## config.mk

```make
export PLATFORM = sky130hd
export DESIGN_NAME = irq_encoder_148
export DESIGN_NICKNAME = d
export VERILOG_FILES = /design/src/rtl/irq_encoder_148_pkg.sv /design/src/rtl/irq_encoder_148_sync_bus.sv /design/src/rtl/irq_encoder_148.sv
export SDC_FILE = /design/constraint.sdc
export NUM_CORES = 1
export LEC_CHECK = 0
export BUFFER_PORTS_ARGS = -buffer_cell sky130_fd_sc_hd__buf_2
export CAP_MARGIN = 20
export CORE_ASPECT_RATIO = 1.5
export CORE_UTILIZATION = 40
export DETAILED_ROUTE_END_ITERATION = 8
export PLACE_DENSITY_LB_ADDON = 0.3
export SLEW_MARGIN = 40
export SYNTH_ARGS = -nofsm -noshare
export SYNTH_HDL_FRONTEND = slang
export SYNTH_SLANG_ARGS = --single-unit
```

## constraint.sdc

```tcl
create_clock -name clk -period 1.4 [get_ports clk]
set_clock_uncertainty 0.15 [all_clocks]
set_input_delay 0.07 -clock clk [delete_from_list [all_inputs] [get_ports clk]]
set_output_delay 0.07 -clock clk [all_outputs]
set_load 0.01 [all_outputs]
```

## src/rtl/irq_encoder_148_pkg.sv

```systemverilog
// irq_enc_defs: FSM state encodings and the board's default edge/level line map
package irq_enc_defs;
    localparam logic [1:0] ST_IDLE    = 2'd0;
    localparam logic [1:0] ST_ASSERT  = 2'd1;
    localparam logic [1:0] ST_RELEASE = 2'd2;
    localparam logic [7:0] EDGE_MASK_DEFAULT = 8'h00;
endpackage

```

## src/rtl/irq_encoder_148_sync_bus.sv

```systemverilog
// sync_bus: ce-gated multi-bit synchronizer chain with configurable reset value
module sync_bus #(
    parameter int WIDTH = 8,
    parameter int STAGES = 2,
    parameter logic [WIDTH-1:0] RESET_VAL = '1
) (
    input  logic             clk,
    input  logic             rst,
    input  logic             ce,
    input  logic [WIDTH-1:0] d,
    output logic [WIDTH-1:0] q
);
    logic [WIDTH-1:0] chain [STAGES];
    always_ff @(posedge clk) begin
        if (rst) begin
            for (int i = 0; i < STAGES; i++) chain[i] <= RESET_VAL;
        end else if (ce) begin
            chain[0] <= d;
            for (int i = 1; i < STAGES; i++) chain[i] <= chain[i-1];
        end
    end
    assign q = chain[STAGES-1];
endmodule

```

## src/rtl/irq_encoder_148.sv

```systemverilog
// irq_encoder_148: clocked 74148-style priority encoder with CPU interrupt handshake
module irq_encoder_148 import irq_enc_defs::*; #(
    parameter int WIDTH_IN = 8,
    parameter int WIDTH_OUT = $clog2(WIDTH_IN),
    parameter logic [WIDTH_IN-1:0] EDGE_MASK = EDGE_MASK_DEFAULT,
    parameter int SYNC_STAGES = 2
) (
    input  logic                 clk,
    input  logic                 rst,
    input  logic                 ce,
    input  logic                 Enable_bar,
    input  logic [WIDTH_IN-1:0]  Req_bar,
    input  logic                 Ack,
    output logic                 Irq,
    output logic [WIDTH_OUT-1:0] A_bar,
    output logic                 GS_bar,
    output logic                 EO_bar
);
    logic [WIDTH_IN-1:0] s, s_d, pending, pending_nx, clr;
    logic [WIDTH_OUT-1:0] enc_code, code_q;
    logic [1:0] state, state_nx;
    logic any;
    sync_bus #(.WIDTH(WIDTH_IN), .STAGES(SYNC_STAGES), .RESET_VAL('1)) u_sync (
        .clk(clk), .rst(rst), .ce(ce), .d(Req_bar), .q(s)
    );
    assign any = |pending;
    always_comb begin
        enc_code = '0;
        for (int i = 0; i < WIDTH_IN; i++)
            if (pending[i]) enc_code = WIDTH_OUT'(i);
    end
    // a new falling edge on the line being acknowledged must survive the clear
    assign clr = (state == ST_ASSERT && Ack) ? (EDGE_MASK & (WIDTH_IN'(1) << code_q)) : '0;
    assign pending_nx = (EDGE_MASK & ((pending & ~clr) | (s_d & ~s))) | (~EDGE_MASK & ~s);
    always_ff @(posedge clk) begin
        if (rst) state <= ST_IDLE;
        else if (ce) state <= state_nx;
    end
    always_comb begin
        state_nx = state == ST_IDLE    ? ((!Enable_bar && any) ? ST_ASSERT : ST_IDLE)
                 : state == ST_ASSERT  ? (Ack ? ST_RELEASE : Enable_bar ? ST_IDLE : ST_ASSERT)
                 : state == ST_RELEASE ? (Ack ? ST_RELEASE : ST_IDLE)
                 : ST_IDLE;
    end
    always_comb begin
        Irq   = state == ST_ASSERT;
        A_bar = Irq ? ~code_q : '1;
    end
    always_ff @(posedge clk) begin
        if (rst) begin
            s_d     <= '1;
            pending <= '0;
            code_q  <= '0;
            GS_bar  <= 1'b1;
            EO_bar  <= 1'b1;
        end else if (ce) begin
            s_d     <= s;
            pending <= pending_nx;
            if (state == ST_IDLE) code_q <= enc_code;
            GS_bar  <= Enable_bar | ~any;
            EO_bar  <= Enable_bar | any;
        end
    end
endmodule

```

==> impl_metrics.csv <==
group,metric,value,unit
critical_path,slowest_stage,"dfxtp_4",
critical_path,end_kind,"output port",
yosys,avgSynthCellArea,11.2,µm²
detailed_routing,viasPerCell,4.99,
timing,period_needed,1.32,ns
critical_path,regToRegStartpoint,"pending[5]",
power,p_switching,0.000443,W
timing,hold_viol,0,
placed_design,dp.cells,163,
floorplanning,dieArea,0.00327,mm²
power,comb_power_share,9.6,%
min_path,min_from,"ce",
detailed_routing,vias,908,
final_layout,drive_gt1_share,25.2,%
floorplanning,chipHeight,69.5,µm
floorplanning,initial_core_util,41.7,%
clocking,insertion_delay,0.28,ns
timing,rsz0062_at_grt,"no",
yosys,ys_seq_elements,31,
timing,setup_viol,0,
clocking,clk_pin_slew,0.06,ns
yosys,syn_inst,108,
timing,max_freq,757,MHz
yosys,ys_warn_count,0,
critical_path,required,1.18,ns
critical_path,rr_worst_depth,3,
clocking,post_cts_buffers,0,
power,clock_power_share,38.2,%
grt,busiest_layer,"met2",
min_path,whs_path_depth,3,
power,p_int,0.00156,W
detailed_routing,ant_nets,0,
clocking,cts_tree,"built",
power,pwr-share-seq,52.2,%
detailed_routing,wl_per_cell,12.4,µm
placed_design,gp_congestion,0.762,
min_path,hold_class,"in -> reg",
critical_path,worst_ep_arrival_time,1.10,ns
flow_run,maxCapViolCount,0,
grt,antenna_found_initial,0,
final_layout,fin_cells,182,
grt,grt_util_met3,7.81,%
clocking,clockBufferDepth,2,
detailed_routing,drc,0,
floorplanning,rows,24,
grt,grt_pass1_wl,3730,µm
critical_path,reg2reg_setup_slack,0.10,ns
grt,grt_max_degree,22,
final_layout,syn2layout_area_growth,31.8,%
min_path,min_to,"pending[1]",
clocking,cts_root_buf,"clkbuf_8",
timing,tns,0,ns
grt,grt.met2_usage,29.2,%
floorplanning,die_x,47,µm
grt,grt_pass1_vias,950,
critical_path,worstPathMaxFanout,5,
detailed_routing,first_pass_iters,3,
timing,worstMarginPinSlew,0.328,ns
floorplanning,fp.coreArea,0.00291,mm²
critical_path,crit_path_start_kind,"register",
grt,overflow,0,
final_layout,n_antenna_cell,0,
placed_design,dp_hpwl,1400,µm
grt,grtUsageTotal,16.7,%
detailed_routing,wl,2260,µm
critical_path,slowest_delay,0.37,ns
grt,use_met1,14.0,%
power,p_leak,0.562,nW
timing,relSlewSlack,77.9,%
clocking,cts_buffers,5,
critical_path,crit_type,"reg -> out",
clocking,ctsHtreeMaxLevel,2,
timing,slew_violations,0,
yosys,seq_area_frac_synth,64.3,%
floorplanning,ios,19,
critical_path,reg2reg_to,"code_q[0]",
detailed_routing,drt-initial-drc-count,23,
yosys,synth.distinct_cells,26,
yosys,netlist_area,0.00121,mm²
power,power_density,1250,mW/mm²
critical_path,cp_cell_sequence,"and2b_2, nand2_1, buf_2",
clocking,clock-sinks,31,
yosys,syn_nets,121,
power,switching_share,22.1,%
power,vdd_ir_drop_max,0.000801,V
final_layout,nNetsFinal,155,
critical_path,setup.worst_path.start,"state[1]",
placed_design,port_buffers,18,
timing,finalCritPeriodShare,94.3,%
status,outcome,"finished clean",
==> cell type report <==
cell class	instances	area, µm²
inverters	3	11.3
multi-input cells	68	407
repair buffers	33	249
well taps	39	48.8
fillers	259	1310
clock buffers	8	100
flip-flops and latches	31	786
==> metal layers <==
| layer | part of all wire [%] | wire length (µm) |
|---|---|---|
| met5 | 0 | 0 |
| met4 | 2.8 | 63 |
| met3 | 4.2 | 94 |
| met2 | 52 | 1170 |
| met1 | 41 | 930 |
==> cell usage in the layout (no fill, tap or decap), drive strengths merged <==
master	instances
clkbuf	8
a221o	1
dlygate4sd3	11
dfxtp	15
or3	16
nor4	2
or2	1
nor2	15
o31ai	1
inv	3
buf	22
nand3	1
nor3	3
a21oi	3
a211oi	9
edfxtp	16
nand2	5
nand3b	1
nor2b	1
and2b	1
o21ai	3
a311oi	2
nor3b	1
and2	1
nand2b	1
==> worst max-delay path by stage <==
| stage | to | slack (ns) | cells after the start |
|---|---|---|---|
| floorplan | u_sync.chain[0][0] | 0.1 | 2 |
| global placement | EO_bar | 0.07 | 3 |
| detailed placement | state[0] | 0.03 | 3 |
| CTS | A_bar[2] | 0.01 | 3 |
| global route | A_bar[2] | 0.009 | 3 |
| finish | A_bar[2] | 0.08 | 3 |
==> synthesized netlist by cell type <==
library cell  instances  area share, %
a211oi_1              9            5.6
a21oi_1               3            1.2
a221o_1               1           0.82
a311oi_1              2            1.4
and2_1                1           0.52
and2b_1               1           0.62
buf_2                 1           0.41
clkbuf_1              5            1.5
dfxtp_1              15             25
edfxtp_1             16             40
inv_1                 1           0.31
inv_2                 2           0.62
nand2_1               5            1.5
nand2b_1              1           0.52
nand3_1               1           0.41
nand3b_1              1           0.62
nor2_1               15            4.6
nor2b_1               1           0.52
nor3_1                3            1.2
nor3b_4               1            1.5
nor4_1                2            1.0
o21ai_0               1           0.41
o21ai_1               2           0.82
o31ai_1               1           0.62
or2_1                 1           0.52
or3_1                16            8.2
==> logic make-up after synthesis <==
family          Yosys count  share of synthesized area (%)
compound gates           19                           10.9
buf+inv                   9                           2.88
flops                    31                           64.3
simple gates             49                           21.9
==> sequential cells by signal (all words and copies together) (netlist names) <==
signal / cells
GS_bar: 1
pending: 8
state: 2
code_q: 3
u_sync.chain: 16
EO_bar: 1
==> worst max-delay path, delay by kind of cell, from the launching register on <==
family | cells | cell delay, ns
buffers and inverters | 1 | 0.12
DFF | 1 | 0.37
and+or+nand+nor | 2 | 0.32
==> through the flow <==
step,area [µm²],utilization [%],hold slack [ns],setup slack [ns],total power [W]
CTS,1580,54.4,0.00160,0.0110,0.00202
global route,1600,55.0,0.0368,0.00856,0.00210
floorplan,1210,-,0.0876,0.0983,0.00117
finish,1600,55.0,0.0101,0.0794,0.00201
global placement,1370,47.1,0.174,0.0689,0.00122
detailed placement,1370,47.1,0.176,0.0268,0.00123
==> power groups by stage <==
stage | logic [W] | registers (W) | clock network [W]
CTS | 0.000191 | 0.00105 | 0.000783
floorplan | 0.000107 | 0.00106 | 0
finish | 0.000192 | 0.00105 | 0.000767
global placement | 0.000160 | 0.00106 | 0
detailed placement | 0.000167 | 0.00107 | 0
global route | 0.000216 | 0.00105 | 0.000826
==> repair_timing <==
| action | in CTS | in global routing |
|---|---|---|
| gates cloned | 0 | 0 |
| hold buffers | 11 | 0 |
| setup endpoints to repair | 3 | 5 |
| gates resized for setup | 1 | 5 |
| endpoints found under the hold margin | 14 | 0 |
| pin swaps | 0 | 0 |
(Power assumes the default switching activity.)
